**src/rtl/axil_sram_frontend.sv**
```systemverilog
// AXI4-Lite slave front-end for a two-port word SRAM (port A read, port B write).
// Optional address window check enabled by defining AXIL_SRAM_RANGE_CHECK_EN.
module axil_sram_frontend #(
   parameter int                    ADDR_W     = 10,
   parameter int                    DATA_W     = 32,
   parameter int                    BYTE_W     = DATA_W/8,
   parameter int                    AXI_ADDR_W = 32,
   parameter logic [AXI_ADDR_W-1:0] BASE_ADDR  = '0
) (
   input  logic                  clk,
   input  logic                  rst_n,
   input  logic [AXI_ADDR_W-1:0] s_awaddr,
   input  logic                  s_awvalid,
   output logic                  s_awready,
   input  logic [DATA_W-1:0]     s_wdata,
   input  logic [BYTE_W-1:0]     s_wstrb,
   input  logic                  s_wvalid,
   output logic                  s_wready,
   output logic [1:0]            s_bresp,
   output logic                  s_bvalid,
   input  logic                  s_bready,
   input  logic [AXI_ADDR_W-1:0] s_araddr,
   input  logic                  s_arvalid,
   output logic                  s_arready,
   output logic [DATA_W-1:0]     s_rdata,
   output logic [1:0]            s_rresp,
   output logic                  s_rvalid,
   input  logic                  s_rready,
   output logic                  sram_a_en,
   output logic                  sram_a_re,
   output logic [ADDR_W-1:0]     sram_a_addr,
   input  logic [DATA_W-1:0]     sram_a_rdata,
   input  logic                  sram_a_rvalid,
   output logic                  sram_b_en,
   output logic                  sram_b_we,
   output logic [ADDR_W-1:0]     sram_b_addr,
   output logic [DATA_W-1:0]     sram_b_wdata,
   output logic [BYTE_W-1:0]     sram_b_wmask
);

   localparam logic [1:0] W_COLLECT   = 2'd0;
   localparam logic [1:0] W_ISSUE     = 2'd1;
   localparam logic [1:0] W_RESP      = 2'd2;
   localparam logic [1:0] R_IDLE      = 2'd0;
   localparam logic [1:0] R_WAIT      = 2'd1;
   localparam logic [1:0] R_RESP      = 2'd2;
   localparam logic [1:0] RESP_OKAY   = 2'b00;
   localparam logic [1:0] RESP_SLVERR = 2'b10;

   logic [1:0]        w_state_reg, w_state_next;
   logic [1:0]        r_state_reg, r_state_next;
   logic              aw_full_reg, w_full_reg, aw_err_reg;
   logic [ADDR_W-1:0] aw_addr_reg;
   logic [DATA_W-1:0] wdata_reg;
   logic [BYTE_W-1:0] wmask_reg;
   logic [DATA_W-1:0] rdata_reg;
   logic [1:0]        rresp_reg;
   logic              aw_hs, w_hs, ar_hs;
   logic              aw_oor, ar_oor;
   logic              unused_addr_bits;

`ifdef AXIL_SRAM_RANGE_CHECK_EN
   // One extra bit so the window end cannot wrap at the top of the address space.
   localparam logic [AXI_ADDR_W:0] WIN_LO = {1'b0, BASE_ADDR};
   localparam logic [AXI_ADDR_W:0] WIN_HI = WIN_LO + ((AXI_ADDR_W+1)'(1) << (ADDR_W+2));

   assign aw_oor = ({1'b0, s_awaddr} < WIN_LO) || ({1'b0, s_awaddr} >= WIN_HI);
   assign ar_oor = ({1'b0, s_araddr} < WIN_LO) || ({1'b0, s_araddr} >= WIN_HI);
   assign unused_addr_bits = ^{s_awaddr[1:0], s_araddr[1:0]};
`else
   assign aw_oor = 1'b0;
   assign ar_oor = 1'b0;
   assign unused_addr_bits = ^{s_awaddr[AXI_ADDR_W-1:ADDR_W+2], s_awaddr[1:0],
                               s_araddr[AXI_ADDR_W-1:ADDR_W+2], s_araddr[1:0]};
`endif

   // Write channel
   assign s_awready = (w_state_reg == W_COLLECT) && !aw_full_reg;
   assign s_wready  = (w_state_reg == W_COLLECT) && !w_full_reg;
   assign aw_hs     = s_awvalid && s_awready;
   assign w_hs      = s_wvalid && s_wready;

   always_comb begin
      w_state_next = w_state_reg;
      case (w_state_reg)
         W_COLLECT: if ((aw_full_reg || aw_hs) && (w_full_reg || w_hs)) w_state_next = W_ISSUE;
         W_ISSUE:   w_state_next = W_RESP;
         W_RESP:    if (s_bready) w_state_next = W_COLLECT;
         default:   w_state_next = W_COLLECT;
      endcase
   end

   always_ff @(posedge clk or negedge rst_n) begin
      if (!rst_n) begin
         w_state_reg <= W_COLLECT;
         aw_full_reg <= 1'b0;
         w_full_reg  <= 1'b0;
         aw_err_reg  <= 1'b0;
         aw_addr_reg <= '0;
         wdata_reg   <= '0;
         wmask_reg   <= '0;
      end else begin
         w_state_reg <= w_state_next;
         if (aw_hs) begin
            aw_full_reg <= 1'b1;
            aw_addr_reg <= s_awaddr[ADDR_W+1:2];
            aw_err_reg  <= aw_oor;
         end
         if (w_hs) begin
            w_full_reg <= 1'b1;
            wdata_reg  <= s_wdata;
            wmask_reg  <= s_wstrb;
         end
         if (w_state_reg == W_RESP && s_bready) begin
            aw_full_reg <= 1'b0;
            w_full_reg  <= 1'b0;
         end
      end
   end

   assign sram_b_en    = (w_state_reg == W_ISSUE) && !aw_err_reg;
   assign sram_b_we    = sram_b_en;
   assign sram_b_addr  = aw_addr_reg;
   assign sram_b_wdata = wdata_reg;
   assign sram_b_wmask = wmask_reg;
   assign s_bvalid     = (w_state_reg == W_RESP);
   assign s_bresp      = aw_err_reg ? RESP_SLVERR : RESP_OKAY;

   // Read channel: the SRAM request is issued in the AR handshake cycle itself.
   assign s_arready   = (r_state_reg == R_IDLE);
   assign ar_hs       = s_arvalid && s_arready;
   assign sram_a_en   = ar_hs && !ar_oor;
   assign sram_a_re   = sram_a_en;
   assign sram_a_addr = s_araddr[ADDR_W+1:2];

   always_comb begin
      r_state_next = r_state_reg;
      case (r_state_reg)
         R_IDLE:  if (ar_hs) r_state_next = ar_oor ? R_RESP : R_WAIT;
         R_WAIT:  if (sram_a_rvalid) r_state_next = R_RESP;
         R_RESP:  if (s_rready) r_state_next = R_IDLE;
         default: r_state_next = R_IDLE;
      endcase
   end

   always_ff @(posedge clk or negedge rst_n) begin
      if (!rst_n) begin
         r_state_reg <= R_IDLE;
         rdata_reg   <= '0;
         rresp_reg   <= RESP_OKAY;
      end else begin
         r_state_reg <= r_state_next;
         if (r_state_reg == R_IDLE && ar_hs && ar_oor) begin
            rdata_reg <= '0;
            rresp_reg <= RESP_SLVERR;
         end else if (r_state_reg == R_WAIT && sram_a_rvalid) begin
            rdata_reg <= sram_a_rdata;
            rresp_reg <= RESP_OKAY;
         end
      end
   end

   assign s_rvalid = (r_state_reg == R_RESP);
   assign s_rdata  = rdata_reg;
   assign s_rresp  = rresp_reg;

endmodule

```
**config.mk**
```make
export PLATFORM = sky130hd
export DESIGN_NAME = axil_sram_frontend
export DESIGN_NICKNAME = d
export VERILOG_FILES = /design/src/rtl/axil_sram_frontend.sv
export SDC_FILE = /design/constraint.sdc
export NUM_CORES = 1
export LEC_CHECK = 0
export ABC_CLOCK_PERIOD_IN_PS = 1600
export BUFFER_PORTS_ARGS = -buffer_cell sky130_fd_sc_hd__buf_4
export CAP_MARGIN = 20
export CELL_PAD_IN_SITES_DETAIL_PLACEMENT = 1
export CELL_PAD_IN_SITES_GLOBAL_PLACEMENT = 1
export CORE_MARGIN = 2
export CORE_UTILIZATION = 28
export DETAILED_ROUTE_END_ITERATION = 10
export PLACE_DENSITY_LB_ADDON = 0.1
export SETUP_SLACK_MARGIN = 0.02
export SLEW_MARGIN = 25
export SYNTH_ARGS = -nofsm -noshare
export SYNTH_HDL_FRONTEND = slang
export SYNTH_SLANG_ARGS = --single-unit
```
**constraint.sdc**
```tcl
create_clock -name clk -period 1.6 [get_ports clk]
set_clock_uncertainty 0.1 [all_clocks]
set_input_delay 0.16 -clock clk [delete_from_list [all_inputs] [get_ports clk]]
set_output_delay 0.16 -clock clk [all_outputs]
set_load 0.02 [all_outputs]
```
==> flow_summary.toml, run 1 <==
[status]
run_status = "complete, but fails checks"
failed_checks = "setup timing"

[yosys]
synth-seq-area-share_pct = 60.6
synth_cell_types = 23
avgSynthCellArea_sq_um = 16.1
synth_area_sq_mm = 0.00347
ys_ff_latch = 84
yosys_warnings = 0
synthCells = 215

[floorplan]
die_h_um = 115
std_cell_rows = 40
pin_count = 241
die_area_sq_mm = 0.0133
die_x_um = 115
core_area_sq_mm = 0.0121
start_util_pct = 28.7

[final_layout]
seqCellArea_sq_mm = 0.00210
nets = 615
syn2layout_area_growth_pct = 78.2
final_cell_mix = "buf_4, dfrtp_1, dlygate4sd3_1"
final_core_util_pct = 51.2
multi_input_area_sq_mm = 0.00119
drive_above_1_share_pct = 59.6
final_common_cell = "buf_4"
fillers = 1229
antenna_cells = 0

[critical_path]
cp_cell_sequence = "or2_4 -> nor3b_4 -> buf_6 -> buf_12 -> mux2_4"
cp-start-kind = "register"
end_kind = "register"
critPathKind = "register to register"
critical_path_required_ns = 1.73
cp_slowest_cell = "dfrtp_1"
max_stage_delay_ns = 0.39
crit_family = "simple AND/OR/NAND/NOR gates"
cp_max_fo = 9
path_buf_inv = 2
crit_arrival_ns = 1.86

[timing]
period_needed_ns = 1.73
setup_viol = 48
drv_slew = 0
fin_crit_sh_pct = 108
finalHoldViolCount = 0
hold_ws_ns = 0.0235
rsz0062_at_grt = "true"
worst_slack_ns = -0.128
fmax_ghz = 0.579

[grt]
use_met2_pct = 26.2
grt_max_degree = 85
grt.met3_usage_pct = 6.17
grt_pass1_vias = 2973
grt.total_usage_pct = 15.6
grt_pass1_wl_mm = 15.6
globalRouteOverflowTotal = 0
grt_busiest_layer = "met2"
grtUsageMet1_pct = 17.7
grt_antenna_before_repair = 0

[placed_design]
io_buffers = 172
dpl.hpwl_mm = 6.08
place_ws_ns = -0.176
gp_congestion = 0.692

[clocking]
clk_latency_ns = 0.34
htreeDepth = 3
clk_pin_slew_ns = 0.06
cts_root_buf = "clkbuf_16"
cts_buffers = 9
tritoncts = "built"
clockBufferDepth = 2
cts_sinks = 84

[route]
firstDrtPassIters = 4
vias_per_cell = 4.22
wire_per_inst_um = 15.4
wirelength_mm = 9.97
detail_route.iter0.violations = 75
drc_errors = 0
postRouteAntennaNets = 0
via_count = 2732

[min_path]
hold_class = "input pin to register"

[power_and_ir_drop]
power.density_mw_per_mm2 = 1880
p_leak_nw = 2.97
vdd_drop_max_v = 0.00106

[flow_run]
maxCapViolCount = 0
[power by group]
| part | switching (mW) | internal (mW) | leakage [nW] |
|---|---|---|---|
| clock network | 0.849 | 1.29 | 0.149 |
| registers | 0.586 | 3.19 | 1.00 |
| logic | 2.66 | 3.06 | 1.82 |
[logic make-up after synthesis]
logic type      Yosys count  share of synthesized area (%)
simple gates             16                           2.67
flops                    84                           60.6
mux                      79                           28.9
compound gates            7                           1.12
buf+inv                  28                           6.60
other cells               1                          0.108
[worst paths after layout]
check	startpoint	endpoint	slack [ns]	cells after the start
worst max register to register	w_state_reg[1]	sram_b_wdata[2]	-0.13	5
worst min-delay path	s_wvalid	w_state_reg[0]	0.02	3
max in group asynchronous	rst_n	s_rdata[7]	0.72	3
worst max-delay path	w_state_reg[1]	sram_b_wdata[2]	-0.13	5
min in group asynchronous	rst_n	sram_b_wdata[18]	0.30	3
worst min register to register	r_state_reg[1]	r_state_reg[0]	0.37	1
[tightest hold or removal path, delay by kind of cell]
kind,cells,cell delay (ns)
buf+inv,1,0.10
simple gates,1,0.09
compound gates,1,0.07
[layout make-up]
type                    instances  area share [%]
flip-flops and latches         84            34.0
clock buffers                  12            4.15
multi-input cells             106            19.3
repair buffers                270            38.0
inverters                       4           0.324
well taps                     168            3.40
clock inverters                 4           0.770
[through the flow]
stage / cell area (sq um) / power (mW) / setup TNS, ns / std cells
floorplan: 3480 / 6.80 / -1.23 / 218
global placement: 4880 / 9.04 / -4.71 / 544
global route: 6180 / 12.3 / -7.79 / 648
finish: 6180 / 11.6 / -4.72 / 648
CTS: 6150 / 11.8 / -4.97 / 648
detailed placement: 4880 / 9.13 / -5.28 / 544
[cells in the mapped netlist]
cell type   n  share of area, %
buf_4      17               3.7
or2_4       1              0.25
nand2_1     2              0.22
conb_1      1              0.11
buf_6       1              0.32
and2b_1     1              0.22
mux2_4     30                13
buf_12      3               1.7
mux2i_1     1              0.29
buf_2       3              0.43
mux2_2     48                16
nand2b_1    2              0.36
a21oi_1     2              0.29
a21o_1      1              0.22
inv_1       4              0.43
o22ai_1     1              0.18
dfrtp_1    84                61
and2_1      1              0.18
nand3b_1    1              0.22
o21ai_0     3              0.43
nor3b_2     1              0.36
nor2_1      6              0.65
nor3b_1     1              0.22
[layer usage]
| metal | part of all wire (%) | routed length [um] | vias to the layer above |
|---|---|---|---|
| met5 | 0 | 0 | - |
| met4 | 2.5 | 246 | 0 |
| met3 | 6.7 | 669 | 19 |
| met2 | 52 | 5140 | 107 |
| met1 | 39 | 3920 | 1368 |
| li1 | - | - | 1238 |
[what timing repair did]
item / CTS / global route
gates resized for setup: 16 / 7
setup endpoints to repair: 46 / 51
pin swaps: 1 / 2
hold buffers: 82 / 0
hold endpoints to repair: 165 / 0
buffers inserted: 4 / 2
cloned: 2 / 1
Power figures use the tool's default switching activity.
==> run 2: changes to the inputs <==
--- a/config.mk
+++ b/config.mk
@@ -8,12 +8,11 @@
 export ABC_CLOCK_PERIOD_IN_PS = 1600
 export BUFFER_PORTS_ARGS = -buffer_cell sky130_fd_sc_hd__buf_4
 export CAP_MARGIN = 20
-export CELL_PAD_IN_SITES_DETAIL_PLACEMENT = 1
-export CELL_PAD_IN_SITES_GLOBAL_PLACEMENT = 1
 export CORE_MARGIN = 2
-export CORE_UTILIZATION = 28
+export CORE_UTILIZATION = 37
 export DETAILED_ROUTE_END_ITERATION = 10
-export PLACE_DENSITY_LB_ADDON = 0.1
+export PLACE_DENSITY = 0.76
+export REMOVE_ABC_BUFFERS = 1
 export SETUP_SLACK_MARGIN = 0.02
 export SLEW_MARGIN = 25
 export SYNTH_ARGS = -nofsm -noshare
==> flow_summary.toml, run 2 (synthesis results as in run 1) <==
[status]
run_status = "complete, but fails checks"
failed_checks = "setup timing"

[placed_design]
dpl.hpwl_mm = 5.68
gp_congestion = 0.820
io_buffers = 172
dp_cells = 489
placed_area_sq_mm = 0.00483
place_ws_ns = -0.187

[clocking]
cts_sinks = 84
clk_pin_slew_ns = 0.09
clk_latency_ns = 0.34
tritoncts = "built"
htreeDepth = 3
cts_root_buf = "clkbuf_8"
clockBufferDepth = 2
cts_buffers = 9

[timing]
worst_slack_ns = -0.139
setup_viol = 48
drv_slew = 0
rsz0062_at_grt = "true"
finalHoldViolCount = 0
fmax_ghz = 0.575
period_needed_ns = 1.74
fin_crit_sh_pct = 109
fin_tns_setup_ns = -5.36
hold_ws_ns = 0.0277

[final_layout]
nets = 619
final_cell_mix = "buf_4, dfrtp_1, dlygate4sd3_1"
antenna_cells = 0
final_area_sq_mm = 0.00612
drive_above_1_share_pct = 60.1
final_common_cell = "buf_4"
final_core_util_pct = 66.8
final_cells = 595
syn2layout_area_growth_pct = 76.4
fillers = 625

[critical_path]
max_stage_delay_ns = 0.39
critPathKind = "register to register"
end_kind = "register"
rr_endpoint = "sram_b_wdata[22]"
cp_slowest_cell = "dfrtp_1"
critical_path_required_ns = 1.72
r2r_cells = 5
cp-start-kind = "register"
crit_arrival_ns = 1.86
cp_cell_sequence = "or2_4 -> nor3b_4 -> buf_6 -> buf_12 -> mux2_4"
rrSetupSlack_ns = -0.14
r2r-start = "w_state_reg[1]"
cp_max_fo = 7

[route]
wirelength_mm = 9.80
via_count = 2694
postRouteAntennaNets = 0
wire_per_inst_um = 16.5
vias_per_cell = 4.53
drc_errors = 0
firstDrtPassIters = 4
detail_route.iter0.violations = 45

[floorplan]
std_cell_rows = 35
start_util_pct = 37.9
core_area_sq_mm = 0.00915
die_x_um = 101
pin_count = 241
die_h_um = 101
die_area_sq_mm = 0.0102

[grt]
grt.total_usage_pct = 19.5
grt_max_degree = 85
grt_pass1_vias = 2976
globalRouteOverflowTotal = 0
grt_pass1_wl_mm = 15.0
grt_antenna_before_repair = 0

[min_path]
hold_class = "input pin to register"
hold_start = "sram_a_rvalid"
min_to = "r_state_reg[0]"
hold_depth = 4

[power_and_ir_drop]
p_leak_nw = 2.99
power.density_mw_per_mm2 = 1850
vdd_drop_max_v = 0.000889
power_mw = 11.3

[flow_run]
maxCapViolCount = 0
==> run 2: changes by cell type in the layout (fill, tap and decap cells not counted), sizes merged <==
cell | previous run | this run
clkinv | 2 | 1
inv | 4 | 5
dlygate4sd3 | 82 | 83
buf | 187 | 190
==> run 2: metal layers <==
layer  part of all wire [%]  track usage [%]  up-vias
li1                       -                -     1240
met1                     37             21.0     1326
met2                     54             34.3      118
met3                    8.7             8.18       10
met4                    1.1             6.95        0
met5                      0                0        -
==> run 2: critical path, delay by kind of cell (launching register included) <==
kind | cells | cell delay [ns]
AND/OR/NAND/NOR | 2 | 0.52
flip-flops | 1 | 0.39
multiplexers | 1 | 0.30
buffers and inverters | 2 | 0.31
==> run 2: worst max path at each step <==
stage	from	to	slack (ns)	cells past startpoint
after floorplan	w_state_reg[0]	sram_b_wdata[4]	-1.86	3
after global placement	w_state_reg[0]	sram_b_wdata[8]	-0.15	4
after detailed placement	w_state_reg[0]	sram_b_wdata[4]	-0.19	4
after CTS	w_state_reg[1]	sram_b_wdata[22]	-0.15	5
after global routing	w_state_reg[1]	sram_b_wdata[22]	-0.22	5
final	w_state_reg[1]	sram_b_wdata[22]	-0.14	5
==> run 2: timing repair <==
action | 4_1_cts | 5_1_grt
gates cloned | 3 | 1
hold endpoints to repair | 166 | 0
buffers inserted | 2 | 1
hold buffers | 83 | 0
pin swaps | 4 | 1
endpoints found under the setup margin | 50 | 48
gates resized for setup | 36 | 1
==> run 2: cell type report <==
cell class	instances	area (sq um)	area share (%)
Sequential cell	84	2100	34.4
Clock inverter	4	55.1	0.900
Tap cell	111	139	2.27
Clock buffer	12	165	2.70
Multi-Input combinational cell	106	1240	20.3
Inverter	4	15.0	0.245
Timing Repair Buffer	274	2400	39.2
==> run 2: power by group <==
group          total [mW]  internal (mW)  switching (mW)
Combinational        5.88           3.18            2.70
Clock                1.61          0.858           0.748
Sequential           3.82           3.19           0.636
==> run 3: changes to the inputs <==
--- a/config.mk
+++ b/config.mk
@@ -9,9 +9,10 @@
 export BUFFER_PORTS_ARGS = -buffer_cell sky130_fd_sc_hd__buf_4
 export CAP_MARGIN = 20
 export CORE_MARGIN = 2
-export CORE_UTILIZATION = 37
+export CORE_UTILIZATION = 38
+export CTS_BUF_LIST = sky130_fd_sc_hd__clkbuf_4
 export DETAILED_ROUTE_END_ITERATION = 10
-export PLACE_DENSITY = 0.76
+export PLACE_DENSITY = 0.78
 export REMOVE_ABC_BUFFERS = 1
 export SETUP_SLACK_MARGIN = 0.02
 export SLEW_MARGIN = 25
==> flow_summary.toml, run 3 (synthesis results as in run 1) <==
[power_and_ir_drop]
p_seq_share_pct = 35.1
p_comb_share_pct = 54.3
p_int_mw = 6.87
power.density_mw_per_mm2 = 1810
vdd_drop_max_v = 0.000966
netSwitchingFraction_pct = 37.3
p_leak_nw = 2.95
clkPwrFrac_pct = 10.6
power.switching_mw = 4.08

[clocking]
cts_buffers = 9
clk_pin_slew_ns = 0.14
cts_sinks = 84
clk_latency_ns = 0.42
htreeDepth = 3
clockBufferDepth = 2
cts_root_buf = "clkbuf_4"
tritoncts = "built"

[status]
failed_checks = "setup timing"
run_status = "complete, but fails checks"

[route]
vias_per_cell = 4.65
via_count = 2748
wirelength_mm = 9.77
detail_route.iter0.violations = 65
firstDrtPassIters = 4
drc_errors = 0
wire_per_inst_um = 16.5
postRouteAntennaNets = 0

[grt]
grt_max_degree = 44
grt_antenna_before_repair = 0
grt.total_usage_pct = 19.5
grt_pass1_wl_mm = 15.0
globalRouteOverflowTotal = 0
grt_pass1_vias = 3110

[timing]
fin_tns_setup_ns = -5.01
hold_ws_ns = 0.109
fin_crit_sh_pct = 109
period_needed_ns = 1.75
finalHoldViolCount = 0
fmax_ghz = 0.572
drv_slew = 0
rsz0062_at_grt = "true"
worst_slack_ns = -0.149
setup_viol = 43

[critical_path]
rrSetupSlack_ns = -0.15
cp_cell_sequence = "or2_4 -> nor3b_4 -> buf_12 -> buf_6 -> mux2_4"
cp_slowest_cell = "dfrtp_1"
r2r_cells = 5
critPathKind = "register to register"
crit_start = "w_state_reg[0]"
cp-start-kind = "register"
end_kind = "register"
crit_arrival_ns = 1.94
critical_path_required_ns = 1.79
rr_endpoint = "sram_b_wdata[17]"
r2r-start = "w_state_reg[0]"
cp_max_fo = 6
max_stage_delay_ns = 0.41

[placed_design]
placed_area_sq_mm = 0.00482
place_ws_ns = -0.173
gp_congestion = 0.762
dpl.hpwl_mm = 5.93
io_buffers = 172

[floorplan]
pin_count = 241
die_h_um = 99.5
core_area_sq_mm = 0.00881
die_area_sq_mm = 0.00990
std_cell_rows = 34
start_util_pct = 39.4
die_x_um = 99.5

[final_layout]
final_common_cell = "buf_4"
syn2layout_area_growth_pct = 74.6
final_area_sq_mm = 0.00605
antenna_cells = 0
nets = 620
final_cell_mix = "buf_4, dlygate4sd3_1, dfrtp_1"
drive_above_1_share_pct = 60.7

[min_path]
hold_class = "input pin to asynchronous set/reset pin"

[flow_run]
maxCapViolCount = 0
## run 3: cell count changes in the layout (fill, tap and decap cells not counted), sizes merged
cell / previous run / this run
dlygate4sd3: 83 / 85
clkinvlp: 1 / 3
inv: 5 / 4
clkinv: 1 / 0
clkbuf: 13 / 10
## run 3: metal layers
metal	part of all wire [%]	up-vias	track usage, %
met4	0.59	0	6.11
met1	37	1357	20.8
met2	55	136	35.9
li1	-	1248	-
met3	7.1	7	7.03
met5	0	-	0
## run 3: stage by stage
step / utilization (%) / power [mW] / std cells
after global routing: 68.7 / 11.5 / 591
after detailed placement: 54.7 / 9.11 / 485
after floorplan: - / 6.68 / 194
after CTS: 67.8 / 10.8 / 590
after global placement: 54.7 / 8.95 / 485
final: 68.7 / 10.9 / 591
## run 3: final cells by class
class | count | area [sq um]
inverters | 4 | 15.0
fillers | 596 | 2750
repair buffers | 275 | 2410
clock inverters | 4 | 52.6
multi-input cells | 106 | 1260
well taps | 108 | 135
flip-flops and latches | 84 | 2100
clock buffers | 10 | 75.1
## run 3: power by group through the flow
stage	registers, mW	clock network, mW	logic [mW]
6_report	3.84	1.16	5.94
5_1_grt	3.97	1.32	6.23
4_1_cts	3.79	1.23	5.76
3_5_place_dp	3.82	0	5.29
3_3_place_gp	3.76	0	5.20
2_1_floorplan	5.00	0	1.67
## run 3: how the worst max path moves through the flow
| stage | to | cells after the start | slack (ns) |
|---|---|---|---|
| 5_1_grt | sram_b_wdata[17] | 5 | -0.18 |
| 6_report | sram_b_wdata[17] | 5 | -0.15 |
| 3_3_place_gp | sram_b_wdata[4] | 4 | -0.15 |
| 2_1_floorplan | sram_b_wdata[4] | 3 | -1.86 |
| 3_5_place_dp | sram_b_wdata[5] | 4 | -0.17 |
| 4_1_cts | sram_b_wdata[14] | 5 | -0.13 |
## run 3: worst max-delay path, delay by kind of cell, from the launching register on
family | cells | cell delay, ns
buffers and inverters | 2 | 0.32
muxes | 1 | 0.31
and+or+nand+nor | 2 | 0.49
DFF | 1 | 0.41
## run 3: repair_timing
item / 4_1_cts / 5_1_grt
buffers inserted: 3 / 2
gates resized for setup: 23 / 22
pin swaps: 4 / 1
hold endpoints to repair: 168 / 0
endpoints found under the setup margin: 53 / 56
hold buffers: 86 / 0
cloned: 2 / 1
